File: src/rtl/fir_coeff_loader.sv
// Streams NUM_TAPS coefficients into a FIR filter, then drives zero samples for FLUSH_CYCLES.
// Optional macro COEFF_SUM_EN adds a signed checksum output of the accepted coefficients.
module fir_coeff_loader #(
    parameter int NUM_TAPS     = 71,
    parameter int FLUSH_CYCLES = 150,
    parameter int COEFF_W      = 8,
    parameter int ADDR_W       = 7,
    parameter int SAMPLE_W     = 4
) (
    input  logic                clk,
    input  logic                rst,
    input  logic                load_start,
    input  logic                cfg_valid,
    input  logic [COEFF_W-1:0]  cfg_data,
    output logic                cfg_ready,
    input  logic [SAMPLE_W-1:0] sample_raw,
    output logic [SAMPLE_W-1:0] sample_in,
    output logic                coeff_write,
    output logic [ADDR_W-1:0]   coeff_addr,
    output logic [COEFF_W-1:0]  coeff_in,
    output logic                busy,
    output logic                done,
`ifdef COEFF_SUM_EN
    output logic [COEFF_W+6:0]  coeff_sum,
`endif
    output logic [1:0]          state_dbg
);

    // Handshake: a coefficient moves when cfg_valid & cfg_ready are both high at a rising edge;
    // cfg_ready depends only on the state register, never on cfg_valid.
    localparam int CNT_W = $clog2(FLUSH_CYCLES + 1);
    localparam logic [ADDR_W-1:0] LAST_IDX   = ADDR_W'(NUM_TAPS - 1);
    localparam logic [CNT_W-1:0]  LAST_FLUSH = CNT_W'(FLUSH_CYCLES - 1);

    typedef enum logic [1:0] {
        IDLE  = 2'd0,
        LOAD  = 2'd1,
        FLUSH = 2'd2
    } state_t;

    state_t            state;
    logic [ADDR_W-1:0] idx;
    logic [CNT_W-1:0]  flush_cnt;
    logic              accept;

    assign cfg_ready = (state == LOAD);
    assign accept    = cfg_valid & cfg_ready;
    assign state_dbg = state;

    // sample_in is chosen from the state being entered so it is zero for every LOAD/FLUSH cycle.
    always_ff @(posedge clk) begin
        if (rst) begin
            state       <= IDLE;
            idx         <= '0;
            flush_cnt   <= '0;
            coeff_write <= 1'b0;
            coeff_addr  <= '0;
            coeff_in    <= '0;
            sample_in   <= '0;
            busy        <= 1'b0;
            done        <= 1'b0;
        end else begin
            coeff_write <= 1'b0;
            done        <= 1'b0;
            case (state)
                IDLE: begin
                    if (load_start) begin
                        state     <= LOAD;
                        idx       <= '0;
                        busy      <= 1'b1;
                        sample_in <= '0;
                    end else begin
                        sample_in <= sample_raw;
                    end
                end
                LOAD: begin
                    sample_in <= '0;
                    if (accept) begin
                        coeff_write <= 1'b1;
                        coeff_addr  <= idx;
                        coeff_in    <= cfg_data;
                        if (idx == LAST_IDX) begin
                            state     <= FLUSH;
                            flush_cnt <= '0;
                        end else begin
                            idx <= idx + ADDR_W'(1);
                        end
                    end
                end
                FLUSH: begin
                    if (flush_cnt == LAST_FLUSH) begin
                        state     <= IDLE;
                        busy      <= 1'b0;
                        done      <= 1'b1;
                        sample_in <= sample_raw;
                    end else begin
                        flush_cnt <= flush_cnt + CNT_W'(1);
                        sample_in <= '0;
                    end
                end
                default: begin
                    state     <= IDLE;
                    busy      <= 1'b0;
                    sample_in <= '0;
                end
            endcase
        end
    end

`ifdef COEFF_SUM_EN
    localparam int SUM_W = COEFF_W + 7;

    always_ff @(posedge clk) begin
        if (rst) begin
            coeff_sum <= '0;
        end else if (state == IDLE && load_start) begin
            coeff_sum <= '0;
        end else if (accept) begin
            coeff_sum <= coeff_sum + SUM_W'($signed(cfg_data));
        end
    end
`endif

endmodule

File: config.mk
export PLATFORM = sky130hd
export DESIGN_NAME = fir_coeff_loader
export DESIGN_NICKNAME = d
export VERILOG_FILES = /design/src/rtl/fir_coeff_loader.sv
export SDC_FILE = /design/constraint.sdc
export NUM_CORES = 1
export LEC_CHECK = 0
export CAP_MARGIN = 20
export CORE_ASPECT_RATIO = 2
export CORE_UTILIZATION = 41
export DETAILED_ROUTE_END_ITERATION = 10
export GPL_TIMING_DRIVEN = 0
export HOLD_SLACK_MARGIN = 0.02
export PLACE_DENSITY = 0.78
export SETUP_SLACK_MARGIN = 0.05
export SLEW_MARGIN = 20
export SYNTH_ARGS = -nofsm -noshare
export SYNTH_HDL_FRONTEND = slang
export SYNTH_SLANG_ARGS = --single-unit
File: constraint.sdc
create_clock -name clk -period 1.6 [get_ports clk]
set_input_delay 0.16 -clock clk [delete_from_list [all_inputs] [get_ports clk]]
set_output_delay 0.16 -clock clk [all_outputs]
set_load 0.01 [all_outputs]
# Yosys cells after proc, flatten, opt, wreduce, memory -nomap -nowiden
# Cells that the tools add are included.
# word_totals
out_inout_bits	25
inputBits	16
elab_cells	55
regBits	39
# classes
bitwise	3
eq_ne	10
n_reduce_logical	10
muxes	21
addsub	2
# ops
cell	n
$mux W8	3
$mux W7	3
$pmux W8 S2	1
$pmux W7 S2	1
$reduce_and A4 Y1	3
$add A8 B1 Y8 const B	1
$eq A8 B8 Y1 const B	1
$mux W2	4
$mux W4	2
$ne A2 B2 Y1 const B	4
$pmux W4 S2	1
$add A7 B1 Y7 const B	1
$eq A7 B7 Y1 const B	1
$pmux W2 S3	1
$mux W1	4
$ne A2 B1 Y1 const B	2
$reduce_bool A2 Y1	2
$reduce_or A2 Y1	2
$pmux W1 S3	1
$reduce_and A3 Y1	1
$eq A2 B1 Y1 const B	1
$eq A2 B2 Y1 const B	1
$logic_not A2 Y1	1
$not A1 Y1	2
2 further kinds	2

# Logic depth before layout (Yosys ltp)
# logic_depth
word_depth	4
mapped_depth	6
depth_no_buf	6

# Least setup slack after synthesis
# No wires, ideal clock.
# synth_timing
path_type	flip-flop to flip-flop
start	register state[0] (netlist: state_dbg[0])
end	register flush_cnt[4]
setup_ps	136
path_buffers	1
required_ps	1464
path_slack_ps	50
path_stages_with_launch	6
synth_period_minus_slack_ps	1550
arrival_ps	1414
path_cell_list	dfxtp_1 > buf_2 > nand3b_2 > or3_1 > nand2_1 > a311oi_1
# synth_via
elab_chain_cells	4
word_cells_on_any_way	9
classes_between	eq/ne: 5; mux: 1; bitwise: 1; reduce/logical: 2
# synth_lines
item	line_no	rtl
from (decl)	41	state_t state;
from (signal assigned)	53	state <= IDLE;
from (signal assigned)	68	state <= LOAD;
from (signal assigned)	83	state <= FLUSH;
$eq A2 B1 Y1	46, 65	
$and A1 B1 Y1	47	assign accept = cfg_valid & cfg_ready;
$ne A2 B1 Y1 (no line)	-	
$reduce_and A4 Y1 (no line)	-	
to (signal assigned)	97	flush_cnt <= flush_cnt + CNT_W'(1);
to (decl)	43	logic [CNT_W-1:0] flush_cnt;
# Parallel ways exist; a longest one is shown, timed or not.
# A chain may end at the register's enable or synchronous reset.

# Worst setup path after layout
# layout_timing
start	register flush_cnt[1]
end	register sample_in[1]
# layout_via
elab_chain_cells	3
# layout_lines
item	line_no	rtl
$eq A8 B8 Y1	91	if (flush_cnt == LAST_FLUSH) begin
$mux W4	91	
$pmux W4 S2	65	case (state)
to (signal assigned)	73	sample_in <= sample_raw;
to (signal assigned)	95	sample_in <= sample_raw;
to (decl)	17	output logic [SAMPLE_W-1:0] sample_in,
# No other way between the ends.

==> flow_summary.json <==
{
  "grt.met2_usage_pct": 37.39,
  "globalRoute.totalOverflow": 0,
  "crit-reg2reg-launch": "flush_cnt[1]",
  "route.detailed.drc": 0,
  "clk_root_buffer_cell": "sky130_fd_sc_hd__clkbuf_8",
  "detailroute.via_count": 1631,
  "dpl-instance-area_mm2": 0.002186,
  "min_to": "coeff_write",
  "dr.pass1.iters": 4,
  "gr-usage-all-layers_pct": 21.78,
  "tritoncts": "built",
  "routed_via_density": 5.330,
  "place_ws_ns": -0.3433,
  "syn_area_per_cell_um2": 8.554,
  "crit_path_end_kind": "register",
  "clk_pin_slew_ns": 0.08,
  "cts_buffers": 5,
  "run_status": "finished, final reports clean",
  "slowest_delay_ns": 0.37,
  "most_numerous_cell_types_in_the_synthesized_netlist": "sky130_fd_sc_hd__nand2_1, sky130_fd_sc_hd__dfxtp_1, sky130_fd_sc_hd__a21oi_1",
  "final_core_utilization_pct": 59.77,
  "maximum_number_of_pins_on_one_net_before_global_route_repair": 12,
  "grt_setup_unrepaired": "yes",
  "synth-seq-area-share_pct": 45.18,
  "die_h_um": 93.81,
  "postLayoutCellArea_mm2": 0.002419,
  "startpoint_type": "register",
  "regToRegEndpoint": "sample_in[1]",
  "antenna_violations_before_repair": 0,
  "fillerInstances": 394,
  "worst_skew_pair.late_latency_ns": 0.30,
  "synth_edf_count": 0,
  "slowest_stage": "sky130_fd_sc_hd__a2111oi_4",
  "top_reg_cell_synth": "sky130_fd_sc_hd__dfxtp_1",
  "io_buffers": 39,
  "rr_worst_depth": 6,
  "critical_path_required_ns": 1.84,
  "yosysTopAreaCell": "sky130_fd_sc_hd__dfxtp_1",
  "synth_top_area_share_pct": 45.18,
  "netlist_instances": 202,
  "initial_core_util_pct": 42.70,
  "reg_to_reg_setup_timing_slack_ns": 0.08,
  "clock_power_share_pct": 38.1,
  "post_layout_nonfiller_instances": 306,
  "ys_async_sr_fraction_pct": 0,
  "area_growth_pct": 39.97,
  "synth_fp_nets": 222,
  "place.detailed.hpwl_mm": 3.064,
  "setup-violations-final": 0,
  "hold_path.startpoint": "rst",
  "hold_path_depth": 2,
  "setup.worst_path.class": "register to register",
  "drive_gt1_share_pct": 15.75,
  "finalWorstPathRequiredPeriod_ns": 1.522,
  "core_area_mm2": 0.004046,
  "p_leak_nw": 0.7966,
  "final-hold-violation-count": 0,
  "nNetsFinal": 273,
  "worstPathCellList": "inv_2, ha_4, nand4bb_4, or2_4, a2111oi_4, and2_1",
  "worst-endpoint-arrival_ns": 1.76,
  "grt_use_met3_pct": 4.615,
  "synth_area_leaders": "sky130_fd_sc_hd__dfxtp_1, sky130_fd_sc_hd__nand2_1, sky130_fd_sc_hd__a21oi_1, sky130_fd_sc_hd__ha_1, sky130_fd_sc_hd__a311oi_1",
  "dpl.cell_count": 293,
  "crit_path_max_fanout": 4,
  "synth-seq-cells": 39,
  "ctsLongestPathBuffers": 2,
  "final_antenna_violating_net_count": 0,
  "sequential_power_share_pct": 51.8,
  "slew_headroom_pct": 65.78,
  "wirelength_mm": 4.329,
  "io-pin-count": 41,
  "busiest_layer": "met2",
  "tightest_slew_ns": 0.5133,
  "timing.hold.worst.class": "input port to register",
  "synthMostInstantiatedCell": "sky130_fd_sc_hd__nand2_1",
  "netSwitchingFraction_pct": 23.27,
  "p_int_mw": 1.479,
  "synth_warnings": 0,
  "htreeDepth": 2,
  "met1_usage_pct": 21.51,
  "antenna-diode-count": 0,
  "min_period_over_period_pct": 95.12,
  "setup_ws_ns": 0.07805,
  "launch_point_of_the_critical_path": "flush_cnt[1]",
  "gp_congestion": 0.8469,
  "std_cell_rows": 33,
  "synth.distinct_cells": 39,
  "power.density_mw_per_mm2": 796.9,
  "achievable-frequency_ghz": 0.6571,
  "cts_num_sinks": 39,
  "grt_first_pass_wirelength_mm": 6.996,
  "slew_violations": 0,
  "first_global_vias": 1601,
  "die_width_um": 47.91,
  "power_frac_comb_pct": 10.1,
  "area_of_the_die_mm2": 0.004494,
  "drv.max_cap_violation_count": 0,
  "final.setup_skew_ns": 0.008067,
  "detailedRoute.firstIterationViolations": 29,
  "wl_per_cell_um": 14.15,
  "synthesis.area_mm2": 0.001728,
  "netSwitchingPower_mw": 0.4486,
  "max-vdd-ir-drop_uv": 583.5
}
==> final cells by class <==
cell class                 instances  area [um2]  area share (%)
tap                               52       65.06           2.690
sequential                        39       790.8           32.70
timing repair buffer              44       426.7           17.64
buffer                            10       55.05           2.276
multi-input combinational        146       954.7           39.47
clock buffer                       8       100.1           4.139
inverter                           7       26.28           1.086
==> power groups by stage <==
stage,registers (mW),logic (mW),clock network (mW)
after floorplan,1.03,0.0820,0
after global placement,1.02,0.186,0
after detailed placement,1.02,0.188,0
after CTS,1.00,0.194,0.756
after global routing,1.00,0.212,0.791
final,0.999,0.195,0.734
==> placed cells by master, fill, tap and decap left out, types with 2 or more instances in the layout <==
cell type and count:
sky130_fd_sc_hd__nor2_1 8, sky130_fd_sc_hd__dfxtp_4 2, sky130_fd_sc_hd__or3_1 2, sky130_fd_sc_hd__clkbuf_1 5, sky130_fd_sc_hd__ha_4 2, sky130_fd_sc_hd__nand2b_1 6
sky130_fd_sc_hd__clkbuf_8 8, sky130_fd_sc_hd__o21ai_0 6, sky130_fd_sc_hd__or3_4 2, sky130_fd_sc_hd__clkdlybuf4s50_1 38, sky130_fd_sc_hd__dfxtp_1 35, sky130_fd_sc_hd__nand2_1 40
sky130_fd_sc_hd__a311oi_1 5, sky130_fd_sc_hd__a31oi_1 2, sky130_fd_sc_hd__inv_1 6, sky130_fd_sc_hd__clkbuf_2 2, sky130_fd_sc_hd__a21oi_1 26, sky130_fd_sc_hd__buf_4 6
sky130_fd_sc_hd__nand3b_1 2, sky130_fd_sc_hd__o21a_1 2, sky130_fd_sc_hd__nor2b_1 2, sky130_fd_sc_hd__and2_1 4, sky130_fd_sc_hd__nand3_1 6, sky130_fd_sc_hd__o32ai_1 4
sky130_fd_sc_hd__dfxtp_2 2, sky130_fd_sc_hd__nor3_1 3
==> flip-flops by register name, summed over array words and instances, names as in the netlist <==
name and flops:
coeff_in 8, state_dbg 2, busy 1, coeff_addr 7
sample_in 4, coeff_write 1, done 1, idx 7
flush_cnt 8
==> critical path, delay by kind of cell (launching register included) <==
kind	cells	cell delay, ns
and+or+nand+nor	3	0.56
AOI/OAI and AO/OA	1	0.37
DFF	1	0.33
adders and majority gates	1	0.14
buffers and inverters	1	0.07
==> per-layer routing <==
metal	part of all wire, %	wire, um	up-vias
met5	0	0	-
met4	4.0	175	0
met3	3.6	158	17
met2	53	2314	45
met1	39	1680	759
li1	-	-	810
==> through the flow <==
stage / TNS, ns / power [mW] / hold WS, ns
floorplan: 0 / 1.112 / 0.2774
global placement: -5.227 / 1.207 / 0.4429
detailed placement: -5.542 / 1.211 / 0.4480
CTS: 0 / 1.950 / 0.3394
global route: 0 / 2.004 / 0.3921
finish: 0 / 1.927 / 0.3496
==> worst max-delay path by stage <==
stage	slack [ns]	to	cells past startpoint
after global placement	-0.34	flush_cnt[5]	5
after CTS	0.04	coeff_in[6]	6
after floorplan	0.06	idx[6]	5
final	0.08	sample_in[1]	6
after detailed placement	-0.34	flush_cnt[5]	5
after global routing	0.003	sample_in[2]	6
==> cells by family (layout without fill, tap and decap cells) <==
kind of cell	Yosys count	in the layout	share of synthesized area (%)
and+or+nand+nor	86	86	25.27
AOI/OAI and AO/OA	55	55	21.58
buffers and inverters	17	69	4.417
adders and majority gates	4	4	2.897
muxes	1	1	0.6517
DFF	39	39	45.18
==> what timing repair did <==
item	in CTS	in global routing
gates resized for setup	17	11
setup endpoints to repair	16	30
buffers inserted	4	1
hold buffers	0	0
pin swaps	3	4
Note: power is estimated with default switching activity, not from simulation.
